### src/rtl/pipeline_mem_stage_hs_if.sv
// EX -> MEM -> WB handshake bundle plus the data-memory request/ack bus; master = MEM stage, slave = its surroundings.
// misalign_MEM exists only when MEM_MISALIGN_CHECK_EN is defined.
interface pipeline_mem_stage_hs_if #(
    parameter int XLEN   = 64,
    parameter int REG_AW = 5,
    parameter int SEL_W  = 2
);
    logic              in_valid;
    logic              in_ready;
    logic [XLEN-1:0]   alu_result_EX;
    logic [XLEN-1:0]   reg_data2_EX;
    logic [REG_AW-1:0] rd_EX;
    logic [XLEN-1:0]   pc_EX;
    logic [2:0]        dm_rd_ctrl_EX;
    logic [2:0]        dm_wr_ctrl_EX;
    logic              rf_wr_en_EX;
    logic [SEL_W-1:0]  rf_wr_sel_EX;

    logic              dm_req;
    logic [XLEN-1:0]   dm_addr;
    logic [XLEN-1:0]   dm_din;
    logic [2:0]        dm_rd_ctrl;
    logic [2:0]        dm_wr_ctrl;
    logic              dm_ack;
    logic [XLEN-1:0]   dm_dout;
    logic              memorying;

    logic              out_valid;
    logic              out_ready;
    logic [XLEN-1:0]   pc_WB;
    logic [SEL_W-1:0]  rf_wr_sel_MEM;
    logic              rf_wr_en_MEM;
    logic [XLEN-1:0]   mem_data_MEM;
    logic [XLEN-1:0]   alu_result_MEM;
    logic [REG_AW-1:0] rd_MEM;
`ifdef MEM_MISALIGN_CHECK_EN
    logic              misalign_MEM;
`endif

    modport master (
        input  in_valid, alu_result_EX, reg_data2_EX, rd_EX, pc_EX,
               dm_rd_ctrl_EX, dm_wr_ctrl_EX, rf_wr_en_EX, rf_wr_sel_EX,
               dm_ack, dm_dout, out_ready,
        output in_ready, dm_req, dm_addr, dm_din, dm_rd_ctrl, dm_wr_ctrl, memorying,
               out_valid, pc_WB, rf_wr_sel_MEM, rf_wr_en_MEM, mem_data_MEM,
               alu_result_MEM, rd_MEM
`ifdef MEM_MISALIGN_CHECK_EN
        , output misalign_MEM
`endif
    );

    modport slave (
        output in_valid, alu_result_EX, reg_data2_EX, rd_EX, pc_EX,
               dm_rd_ctrl_EX, dm_wr_ctrl_EX, rf_wr_en_EX, rf_wr_sel_EX,
               dm_ack, dm_dout, out_ready,
        input  in_ready, dm_req, dm_addr, dm_din, dm_rd_ctrl, dm_wr_ctrl, memorying,
               out_valid, pc_WB, rf_wr_sel_MEM, rf_wr_en_MEM, mem_data_MEM,
               alu_result_MEM, rd_MEM
`ifdef MEM_MISALIGN_CHECK_EN
        , input misalign_MEM
`endif
    );
endinterface

### src/rtl/pipeline_mem_stage_hs.sv
// Handshaked MEM stage: latency 1 cycle (non-memory) or dm_ack+1; WB backpressure holds the result and stalls EX.
// Optional MEM_MISALIGN_CHECK_EN flags misaligned accesses and completes them without touching memory.
module pipeline_mem_stage_hs #(
    parameter int XLEN   = 64,
    parameter int REG_AW = 5,
    parameter int SEL_W  = 2
) (
    input logic                    clk,
    input logic                    reset,
    pipeline_mem_stage_hs_if.master bus
);
    localparam logic [1:0] IDLE   = 2'd0;
    localparam logic [1:0] ACCESS = 2'd1;
    localparam logic [1:0] HOLD   = 2'd2;

    logic [1:0]        state;
    logic [XLEN-1:0]   addr_q, din_q, pc_q, mem_data_q;
    logic [2:0]        rd_ctrl_q, wr_ctrl_q;
    logic [REG_AW-1:0] rd_q;
    logic [SEL_W-1:0]  sel_q;
    logic              wr_en_q, req_q, valid_q;

    logic              accept, is_load, is_store, misalign;
    logic [XLEN-1:0]   load_ext;

    assign bus.in_ready = !reset && ((state == IDLE) || (state == HOLD && bus.out_ready));
    assign accept       = bus.in_valid && bus.in_ready;
    assign is_load      = (bus.dm_rd_ctrl_EX != 3'd0);
    assign is_store     = (bus.dm_wr_ctrl_EX >= 3'd1) && (bus.dm_wr_ctrl_EX <= 3'd4);

`ifdef MEM_MISALIGN_CHECK_EN
    logic [1:0] size;
    logic       misalign_q;

    always_comb begin
        size = 2'd0;
        if (is_load) begin
            case (bus.dm_rd_ctrl_EX)
                3'd3, 3'd4: size = 2'd1;
                3'd5, 3'd6: size = 2'd2;
                3'd7:       size = (XLEN == 64) ? 2'd3 : 2'd2;
                default:    size = 2'd0;
            endcase
        end else if (is_store) begin
            size = bus.dm_wr_ctrl_EX[1:0] - 2'd1;
        end
    end

    always_comb begin
        case (size)
            2'd1:    misalign = bus.alu_result_EX[0];
            2'd2:    misalign = |bus.alu_result_EX[1:0];
            2'd3:    misalign = |bus.alu_result_EX[2:0];
            default: misalign = 1'b0;
        endcase
    end

    always_ff @(posedge clk or posedge reset) begin
        if (reset)       misalign_q <= 1'b0;
        else if (accept) misalign_q <= misalign;
    end
    assign bus.misalign_MEM = misalign_q;
`else
    assign misalign = 1'b0;
`endif

    // Memory returns data LSB-aligned; widen according to the registered load type.
    always_comb begin
        case (rd_ctrl_q)
            3'd1:    load_ext = XLEN'($signed(bus.dm_dout[7:0]));
            3'd2:    load_ext = XLEN'(bus.dm_dout[7:0]);
            3'd3:    load_ext = XLEN'($signed(bus.dm_dout[15:0]));
            3'd4:    load_ext = XLEN'(bus.dm_dout[15:0]);
            3'd5:    load_ext = XLEN'($signed(bus.dm_dout[31:0]));
            3'd6:    load_ext = (XLEN == 64) ? XLEN'(bus.dm_dout[31:0])
                                             : XLEN'($signed(bus.dm_dout[31:0]));
            3'd7:    load_ext = bus.dm_dout;
            default: load_ext = '0;
        endcase
    end

    always_ff @(posedge clk or posedge reset) begin
        if (reset) begin
            state      <= IDLE;
            addr_q     <= '0;
            din_q      <= '0;
            pc_q       <= '0;
            mem_data_q <= '0;
            rd_ctrl_q  <= 3'd0;
            wr_ctrl_q  <= 3'd0;
            rd_q       <= '0;
            sel_q      <= '0;
            wr_en_q    <= 1'b0;
            req_q      <= 1'b0;
            valid_q    <= 1'b0;
        end else begin
            case (state)
                ACCESS: if (bus.dm_ack) begin
                    mem_data_q <= load_ext;
                    req_q      <= 1'b0;
                    valid_q    <= 1'b1;
                    state      <= HOLD;
                end
                HOLD: if (bus.out_ready && !accept) begin
                    valid_q <= 1'b0;
                    state   <= IDLE;
                end
                default: ;
            endcase

            if (accept) begin
                addr_q     <= bus.alu_result_EX;
                din_q      <= bus.reg_data2_EX;
                pc_q       <= bus.pc_EX;
                rd_q       <= bus.rd_EX;
                sel_q      <= bus.rf_wr_sel_EX;
                rd_ctrl_q  <= bus.dm_rd_ctrl_EX;
                // A load wins over a simultaneous store; out-of-range store codes are no-ops.
                wr_ctrl_q  <= (!is_load && is_store) ? bus.dm_wr_ctrl_EX : 3'd0;
                wr_en_q    <= bus.rf_wr_en_EX && !misalign;
                mem_data_q <= '0;
                if ((is_load || is_store) && !misalign) begin
                    state   <= ACCESS;
                    req_q   <= 1'b1;
                    valid_q <= 1'b0;
                end else begin
                    state   <= HOLD;
                    req_q   <= 1'b0;
                    valid_q <= 1'b1;
                end
            end
        end
    end

    assign bus.dm_req         = req_q;
    assign bus.dm_addr        = addr_q;
    assign bus.dm_din         = din_q;
    assign bus.dm_rd_ctrl     = rd_ctrl_q;
    assign bus.dm_wr_ctrl     = wr_ctrl_q;
    assign bus.memorying      = (state == ACCESS);
    assign bus.out_valid      = valid_q;
    assign bus.pc_WB          = pc_q;
    assign bus.rf_wr_sel_MEM  = sel_q;
    assign bus.rf_wr_en_MEM   = wr_en_q;
    assign bus.mem_data_MEM   = mem_data_q;
    assign bus.alu_result_MEM = addr_q;
    assign bus.rd_MEM         = rd_q;
endmodule

### src/flat_wrapper.sv
// flat-port wrapper written by rule: the top's interface ports become plain ports
module pipeline_mem_stage_hs_flat 
#(
    parameter int XLEN   = 64,
    parameter int REG_AW = 5,
    parameter int SEL_W  = 2
)
  (clk, reset, bus_in_valid, bus_alu_result_EX, bus_reg_data2_EX, bus_rd_EX, bus_pc_EX, bus_dm_rd_ctrl_EX, bus_dm_wr_ctrl_EX, bus_rf_wr_en_EX, bus_rf_wr_sel_EX, bus_dm_ack, bus_dm_dout, bus_out_ready, bus_in_ready, bus_dm_req, bus_dm_addr, bus_dm_din, bus_dm_rd_ctrl, bus_dm_wr_ctrl, bus_memorying, bus_out_valid, bus_pc_WB, bus_rf_wr_sel_MEM, bus_rf_wr_en_MEM, bus_mem_data_MEM, bus_alu_result_MEM, bus_rd_MEM);
  pipeline_mem_stage_hs_if #(.XLEN(XLEN), .REG_AW(REG_AW), .SEL_W(SEL_W)) bus_i ();
  input logic clk;
  input logic reset;
  input wire logic [$bits(bus_i.in_valid)-1:0] bus_in_valid;
  input wire logic [$bits(bus_i.alu_result_EX)-1:0] bus_alu_result_EX;
  input wire logic [$bits(bus_i.reg_data2_EX)-1:0] bus_reg_data2_EX;
  input wire logic [$bits(bus_i.rd_EX)-1:0] bus_rd_EX;
  input wire logic [$bits(bus_i.pc_EX)-1:0] bus_pc_EX;
  input wire logic [$bits(bus_i.dm_rd_ctrl_EX)-1:0] bus_dm_rd_ctrl_EX;
  input wire logic [$bits(bus_i.dm_wr_ctrl_EX)-1:0] bus_dm_wr_ctrl_EX;
  input wire logic [$bits(bus_i.rf_wr_en_EX)-1:0] bus_rf_wr_en_EX;
  input wire logic [$bits(bus_i.rf_wr_sel_EX)-1:0] bus_rf_wr_sel_EX;
  input wire logic [$bits(bus_i.dm_ack)-1:0] bus_dm_ack;
  input wire logic [$bits(bus_i.dm_dout)-1:0] bus_dm_dout;
  input wire logic [$bits(bus_i.out_ready)-1:0] bus_out_ready;
  output wire logic [$bits(bus_i.in_ready)-1:0] bus_in_ready;
  output wire logic [$bits(bus_i.dm_req)-1:0] bus_dm_req;
  output wire logic [$bits(bus_i.dm_addr)-1:0] bus_dm_addr;
  output wire logic [$bits(bus_i.dm_din)-1:0] bus_dm_din;
  output wire logic [$bits(bus_i.dm_rd_ctrl)-1:0] bus_dm_rd_ctrl;
  output wire logic [$bits(bus_i.dm_wr_ctrl)-1:0] bus_dm_wr_ctrl;
  output wire logic [$bits(bus_i.memorying)-1:0] bus_memorying;
  output wire logic [$bits(bus_i.out_valid)-1:0] bus_out_valid;
  output wire logic [$bits(bus_i.pc_WB)-1:0] bus_pc_WB;
  output wire logic [$bits(bus_i.rf_wr_sel_MEM)-1:0] bus_rf_wr_sel_MEM;
  output wire logic [$bits(bus_i.rf_wr_en_MEM)-1:0] bus_rf_wr_en_MEM;
  output wire logic [$bits(bus_i.mem_data_MEM)-1:0] bus_mem_data_MEM;
  output wire logic [$bits(bus_i.alu_result_MEM)-1:0] bus_alu_result_MEM;
  output wire logic [$bits(bus_i.rd_MEM)-1:0] bus_rd_MEM;
  assign bus_i.in_valid = bus_in_valid;
  assign bus_i.alu_result_EX = bus_alu_result_EX;
  assign bus_i.reg_data2_EX = bus_reg_data2_EX;
  assign bus_i.rd_EX = bus_rd_EX;
  assign bus_i.pc_EX = bus_pc_EX;
  assign bus_i.dm_rd_ctrl_EX = bus_dm_rd_ctrl_EX;
  assign bus_i.dm_wr_ctrl_EX = bus_dm_wr_ctrl_EX;
  assign bus_i.rf_wr_en_EX = bus_rf_wr_en_EX;
  assign bus_i.rf_wr_sel_EX = bus_rf_wr_sel_EX;
  assign bus_i.dm_ack = bus_dm_ack;
  assign bus_i.dm_dout = bus_dm_dout;
  assign bus_i.out_ready = bus_out_ready;
  assign bus_in_ready = bus_i.in_ready;
  assign bus_dm_req = bus_i.dm_req;
  assign bus_dm_addr = bus_i.dm_addr;
  assign bus_dm_din = bus_i.dm_din;
  assign bus_dm_rd_ctrl = bus_i.dm_rd_ctrl;
  assign bus_dm_wr_ctrl = bus_i.dm_wr_ctrl;
  assign bus_memorying = bus_i.memorying;
  assign bus_out_valid = bus_i.out_valid;
  assign bus_pc_WB = bus_i.pc_WB;
  assign bus_rf_wr_sel_MEM = bus_i.rf_wr_sel_MEM;
  assign bus_rf_wr_en_MEM = bus_i.rf_wr_en_MEM;
  assign bus_mem_data_MEM = bus_i.mem_data_MEM;
  assign bus_alu_result_MEM = bus_i.alu_result_MEM;
  assign bus_rd_MEM = bus_i.rd_MEM;
  pipeline_mem_stage_hs #(.XLEN(XLEN), .REG_AW(REG_AW), .SEL_W(SEL_W)) u_core (.clk(clk), .reset(reset), .bus(bus_i));
endmodule
### config.mk
export PLATFORM = sky130hd
export DESIGN_NAME = pipeline_mem_stage_hs_flat
export DESIGN_NICKNAME = d
export VERILOG_FILES = /design/src/rtl/pipeline_mem_stage_hs_if.sv /design/src/rtl/pipeline_mem_stage_hs.sv /design/src/flat_wrapper.sv
export SDC_FILE = /design/constraint.sdc
export NUM_CORES = 1
export LEC_CHECK = 0
export BUFFER_PORTS_ARGS = -buffer_cell sky130_fd_sc_hd__buf_2
export CORE_AREA = 2 2 240 242
export CTS_CLUSTER_DIAMETER = 60
export CTS_CLUSTER_SIZE = 8
export DETAILED_ROUTE_END_ITERATION = 12
export DIE_AREA = 0 0 242 244
export GPL_ROUTABILITY_DRIVEN = 0
export MAX_ROUTING_LAYER = met4
export SKIP_CTS_REPAIR_TIMING = 1
export SYNTH_ARGS = -nofsm -noshare
export SYNTH_HDL_FRONTEND = slang
export SYNTH_SLANG_ARGS = --single-unit
export TNS_END_PERCENT = 20
### constraint.sdc
create_clock -name clk -period 8.19 [get_ports clk]
set_input_delay 0.819 -clock clk [delete_from_list [all_inputs] [get_ports clk]]
set_output_delay 0.819 -clock clk [all_outputs]
set_load 0.005 [all_outputs]
==> metrics, run 1 <==
Clock Skews 0.0222 ns; post-synthesis area per instance 9.04 um2; drt drc 0; clk sinks 273; Peak Freq 380 MHz; largest net degree at the start of global routing 147; flop2flop setup slack 5.56 ns; most common cell after layout, fill and taps aside nand2_1; FF-to-FF Start u_core.state[0]; Yosys cell types 36; IO Count 613; setup violators final 0; GRT busiest layer met2; top post-synthesis cells by area dfrtp_1 (61%), nand2_1 (22%), buf_4 (4.3%); CTS tree done; Worst Hold Margin 0.427 ns; static leakage 8.90 nW; Synth Area in Adders 0%; #FFs+latches synth 273; post-synth top area cell dfrtp_1; Port-buffer cells 612; FILL cells 6050; M1 GR Usage 14.9%; via count 10316; starting density of the core 20.0%; Setup crit start kind flop; worst-margin pin slew 1.10 ns; die area 59000 um2; compound-gate portion of the synthesized area 8.19%; row count 87; multi-input combinational cell area 3630 um2; period utilisation layout 32.2%; GR Layer Usage met3 3.69%; status complete, no violations; CP Max Fanout 79; Synth Cell Area 11300 um2; sequential area share after synthesis 60.7%; detailed placement HPWL 27300 um; Worst VDD drop 0.153 mV; Overflow after GRT 0; DRT Pass-1 Iters 5; Die W 242 um; CP Capture Type flop; RR Endpoint u_core.bus.mem_data_MEM[6]; DRT Wirelength 38100 um; clock period minus worst slack 2.63 ns; mux cell area share after synthesis 0.0890%; Post-Synth XOR/XNOR Area 0.0778%; vias in the first global route 10468; Crit path buffers/inverters 1; Area growth, synth to finish 40.0%; Final Max Tran Viols 0; Rel. slew slack 26.4%; share of post-route cells with drive strength above 1 38.8%; Yosys top cell area share 60.7%; RSZ-0062 raised after global routing no; Power Dens Cells 388 nW/um2; Mapped Cells 1244; CTS clock-pin slew for the worst setup and hold paths 0.05 ns; crit-path cells nor2_2, and3_4, buf_4, nor3_2, a22o_1; Yosys warning total 0; depth of the CTS H-tree 2; first-pass GRT wire length 58600 um; flip-flop and latch area 6830 um2; largest family of logic cells by synthesized area simple AND/OR/NAND/NOR gates; setup TNS 0 ns; GR Util All Layers 12.8%; WL/cell 15.0 um; routing usage on met2 21.0%; Max Cap Violations 0; hold crit path type in2async; antenna violations before repair 2; Fin. Hold Viols 0; Nets 2046; Critical Path RT 8.61 ns; Setup CP Type reg2reg; CP max-delay cell buf_4; CTS Buf Count 42; Clock Tree Root clkbuf_16; vias per cell 4.07; CP Data Arrival Time 3.05 ns; R2R depth 5; Synth Area in Simple Gates 23.7%; syn nets 1519; core box area 56200 um2; drt first-iter violations 476; Final ANT Viol Nets 0; Die H 244 um; delay-heaviest family, CP simple AND/OR/NAND/NOR gates; most frequent cells in the layout nand2_1 (659), buf_2 (612), dfrtp_1 (273), a21oi_1 (50), clkbuf_16 (43); Bufs on Longest Clock Path 3; Clock Latency Late Sink 0.54 ns; max incr delay on CP 0.69 ns
-- kinds of logic (layout without fill, tap and decap cells) --
logic type	after synthesis	in the layout
compound gates	139	139
xor+xnor	1	1
buf+inv	141	675
flops	273	273
mux	1	1
other cells	0	1
simple gates	689	689
-- metrics by stage --
| step | util, % | cells | setup WS [ns] | area (um2) | power (mW) |
|---|---|---|---|---|---|
| floorplan | - | 1244 | 3.76 | 11300 | 3.55 |
| global placement | 26.0 | 2483 | 5.11 | 14600 | 4.52 |
| detailed placement | 26.0 | 2483 | 5.02 | 14600 | 4.58 |
| CTS | 28.0 | 2534 | 5.47 | 15800 | 6.22 |
| global route | 28.1 | 2535 | 5.32 | 15800 | 6.57 |
| finish | 28.1 | 2535 | 5.56 | 15800 | 6.12 |
-- Yosys cell counts (all sizes together) --
cell	number
or3	1
a21oi	50
and2	1
nor2	2
xor2	1
nor3b	3
nor2b	2
buf	89
a311oi	1
a22oi	8
o22ai	1
o21ai	26
a21o	10
o21a	1
nor4b	1
mux2i	1
nand3b	1
clkbuf	50
a22o	10
and3b	1
inv	2
and3	1
nor3	3
nand3	11
nand2b	3
o31ai	32
nand2	659
dfrtp	273
-- worst register-to-register path: stages (launching register included) --
cell and delay (ns):
dfrtp_1 0.46, nor2_2 0.31, and3_4 0.53, buf_4 0.69, nor3_2 0.28, a22o_1 0.26
-- registers in the layout (all words and copies together), names as in the netlist --
register	flops
u_core.bus.dm_rd_ctrl	3
u_core.bus.mem_data_MEM	64
u_core.bus.rf_wr_sel_MEM	2
u_core.bus.rf_wr_en_MEM	1
u_core.state	1
u_core.bus.dm_din	64
u_core.bus.pc_WB	64
u_core.bus.out_valid	1
u_core.bus.rd_MEM	5
u_core.bus.dm_req	1
u_core.bus.alu_result_MEM	64
u_core.bus.dm_wr_ctrl	3
-- metal layers --
metal / wire [um] / part of all wire (%) / vias to the layer above
li1: - / - / 4904
met1: 15100 / 40 / 4826
met2: 18400 / 48 / 497
met3: 3110 / 8.2 / 89
met4: 1410 / 3.7 / 0
met5: 0 / 0 / -
-- final cells by class --
class,instances,area share (%)
inverter,2,0.0715
clock buffer,46,6.90
multi-input combinational,830,23.0
tap,756,6.00
sequential,273,43.4
timing repair buffer,622,20.1
antenna,1,0.0159
clock inverter,5,0.548
-- worst max path at each step --
stage	start	end	slack, ns	cells past startpoint
after global placement	reset	u_core.bus.mem_data_MEM[0]	5.11	6
after global routing	u_core.state[0]	u_core.bus.mem_data_MEM[3]	5.32	5
after detailed placement	reset	u_core.bus.mem_data_MEM[6]	5.02	6
final	u_core.state[0]	u_core.bus.mem_data_MEM[6]	5.56	5
after floorplan	reset	u_core.bus.alu_result_MEM[0]	3.76	1
after CTS	u_core.state[0]	u_core.bus.mem_data_MEM[6]	5.47	5
-- power breakdown --
| group | total [mW] | switching (mW) | internal (mW) |
|---|---|---|---|
| Sequential | 2.41 | 0.418 | 1.99 |
| Combinational | 2.12 | 1.20 | 0.923 |
| Clock | 1.59 | 0.600 | 0.989 |
No activity file was read; power rests on OpenSTA's default activity.
==> inputs of run 2 (changes only) <==
Settings changed: ABC_AREA from default to 1, CORE_AREA 2 2 240 242 to 2 2 239 241, DIE_AREA 0 0 242 244 to 0 0 241 243.
Clock period 8.19 ns to 2.25 ns, I/O delays scaled along.
==> run 2 against run 1 <==
Flip-flop and latch count unchanged. The flow now finishes with violations (negative hold slack). Area after synthesis increased by 5.6%. First-iteration DRC count is 16% higher. Worst hold slack got worse by 0.44 ns. Sequential share of layout area decreased by 6.7 points. Clock power rose to 3.6 times the previous value. Via count grew 17%. Worst setup slack got worse by 5.2 ns. Combinational power grew to 3.9 times the previous value. Synthesized cell count grew 17%. Largest power group unchanged.
==> metrics, run 2 <==
Synth Cell Area 11900 um2; ys flop type dfrtp_1; depth of the CTS H-tree 2; Area growth, synth to finish 57.0%; count leader, synth nand2_1; Post-Synth XOR/XNOR Area 0%; Psw 8.50 mW; period utilisation layout 85.6%; combinational share of power 36.4%; Setup crit start kind flop; CP Data Arrival Time 2.42 ns; sequential area share after synthesis 57.5%; IO Count 613; Setup CP Type reg2reg; GR Util All Layers 13.9%; hold path cells 5; post-synthesis area per instance 8.15 um2; Fin. Hold Viols 1; vias in the first global route 10838; largest net degree at the start of global routing 108; Final ANT Viol Nets 0; mux cell area share after synthesis 0%; Yosys warning total 0; CP Capture Type flop; Synth Area in Adders 0%; top post-synthesis cells by area dfrtp_1 (57%), nand2_1 (26%), buf_4 (5.2%); largest family of logic cells by synthesized area simple AND/OR/NAND/NOR gates; Power Dens Cells 1230 nW/um2; starting density of the core 21.2%; status finished with violations; switch share 37.1%; Clock Skews 0.0248 ns; Cell Int Power 14.4 mW; Overflow after GRT 0; setup violators final 0; RSZ-0062 raised after global routing no; FF-to-FF Start u_core.bus.out_valid; CP Max Fanout 65; via count 12022; Worst VDD drop 0.630 mV; share of post-route cells with drive strength above 1 31.5%; vias per cell 4.02; clk sinks 273; Final Power 22.9 mW; EDFF count, synth 0; Bufs on Longest Clock Path 3; flip-flop and latch area 6830 um2; Nets 2489; Die W 241 um; hold crit path type in2reg; antenna violations before repair 9; compound-gate portion of the synthesized area 0.242%; clock power share 25.3%; setup TNS 0 ns; WL/cell 14.5 um; Die H 243 um; Synth Area in Simple Gates 32.4%; row count 87; Mapped Cells 1459; post-synth top area cell dfrtp_1; Critical Path RT 2.74 ns; RR Endpoint u_core.bus.mem_data_MEM[11]; Port-buffer cells 612; static leakage 10.8 nW; clock period minus worst slack 1.93 ns; Max Cap Violations 0; hold path endpoint u_core.bus.mem_data_MEM[8]; Placed Cells 2709; Clock Tree Root clkbuf_16; DRT Pass-1 Iters 5; R2R depth 7; detailed placement HPWL 29300 um; syn nets 1734; Post-synth top cells nand2_1 (823), dfrtp_1 (273), buf_4 (82), nand3_1 (82), nor2_1 (70); flop2flop setup slack 0.32 ns; CTS clock-pin slew for the worst setup and hold paths 0.05 ns; die area 58600 um2; failing checks negative hold slack; multi-input combinational cell area 3910 um2; Yosys top cell area share 57.5%; post-route insts no fill 2990; asr flop ratio synth 100%; Reg power frac 38.3%; drt drc 0; Peak Freq 519 MHz; DRT Wirelength 43500 um; Yosys cell types 17; Clock Latency Late Sink 0.56 ns; most common cell after layout, fill and taps aside nand2_1; Rel. slew slack 26.9%; core box area 56000 um2; Final Max Tran Viols 0; first-pass GRT wire length 61400 um; FILL cells 5812; CTS Buf Count 43; CTS tree done; most frequent cells in the layout nand2_1 (823), buf_2 (612), dfrtp_1 (273), dlygate4sd3_1 (216), nand3_1 (82); worst-margin pin slew 1.09 ns; drt first-iter violations 552; hold path startpoint bus_dm_dout[8]; Worst Hold Margin -0.00909 ns; #FFs+latches synth 273
## run 2: cell count changes after synthesis, sizes merged, moves of 8 or more
cell | previous run | this run
nand3 | 11 | 83
buf | 89 | 141
o31ai | 32 | 0
a21oi | 50 | 0
a21o | 10 | 0
clkbuf | 50 | 4
o21ai | 26 | 5
a22oi | 8 | 0
inv | 2 | 48
nor2 | 2 | 72
nand2 | 659 | 823
nand4 | 0 | 8
a22o | 10 | 0
## run 2: power by group through the flow
| stage | sequential [mW] | combinational [mW] | clock, mW |
|---|---|---|---|
| detailed placement | 8.68 | 8.14 | 0 |
| finish | 8.78 | 8.33 | 5.80 |
| global placement | 8.76 | 8.00 | 0 |
| floorplan | 8.81 | 4.30 | 0 |
| CTS | 8.74 | 8.10 | 6.02 |
| global route | 9.06 | 9.40 | 6.22 |
## run 2: critical path, cell delays in order, from the launching register on
cell and delay [ns]:
dfrtp_1 0.45, nand2_1 0.14, nand3_4 0.25, o21ai_4 0.12, inv_2 0.06, buf_4 0.55
nand2_1 0.11, nand2_1 0.11
## run 2: logic make-up (layout without fill, tap and decap cells)
logic type	count (synthesis)	in the layout
compound gates	5	5
flops	273	273
simple gates	988	988
buf+inv	193	959
other cells	0	9
## run 2: per-stage QoR
step                      instance area [um2]  setup slack (ns)  hold slack (ns)  utilization [%]
final                                   18700             0.323         -0.00909             33.4
after global routing                    18700             0.149         0.000113             33.3
after CTS                               16500             0.317           -0.201             29.4
after detailed placement                15300             0.327            0.421             27.3
after global placement                  15300             0.374            0.417             27.3
after floorplan                         11900             -1.58            0.335                -
## run 2: layout make-up
cell class                 count  area share [%]
sequential                   273            36.6
timing repair buffer         855            29.8
multi-input combinational    993            20.9
clock buffer                  48            5.87
tap                          756            5.07
inverter                      48           0.986
clock inverter                 8           0.583
antenna                        9           0.121
## run 2: how the worst max path moves through the flow
stage / startpoint / end / slack, ns / cells after the start
floorplan: reset / u_core.bus.alu_result_MEM[0] / -1.58 / 1
global placement: u_core.bus.out_valid / u_core.bus.mem_data_MEM[21] / 0.37 / 7
detailed placement: u_core.bus.out_valid / u_core.bus.mem_data_MEM[42] / 0.33 / 7
CTS: u_core.bus.out_valid / u_core.bus.mem_data_MEM[11] / 0.32 / 7
global route: u_core.bus.out_valid / u_core.bus.mem_data_MEM[11] / 0.15 / 7
finish: u_core.bus.out_valid / u_core.bus.mem_data_MEM[11] / 0.32 / 7
## run 2: metal layers
layer  up-vias  global-route usage (%)  share of wire, %
met4         0                    5.07               2.8
met3        83                    3.70               7.0
met1      5597                    16.5                41
met5         -                       -                 0
li1       5854                       -                 -
met2       488                    22.4                49
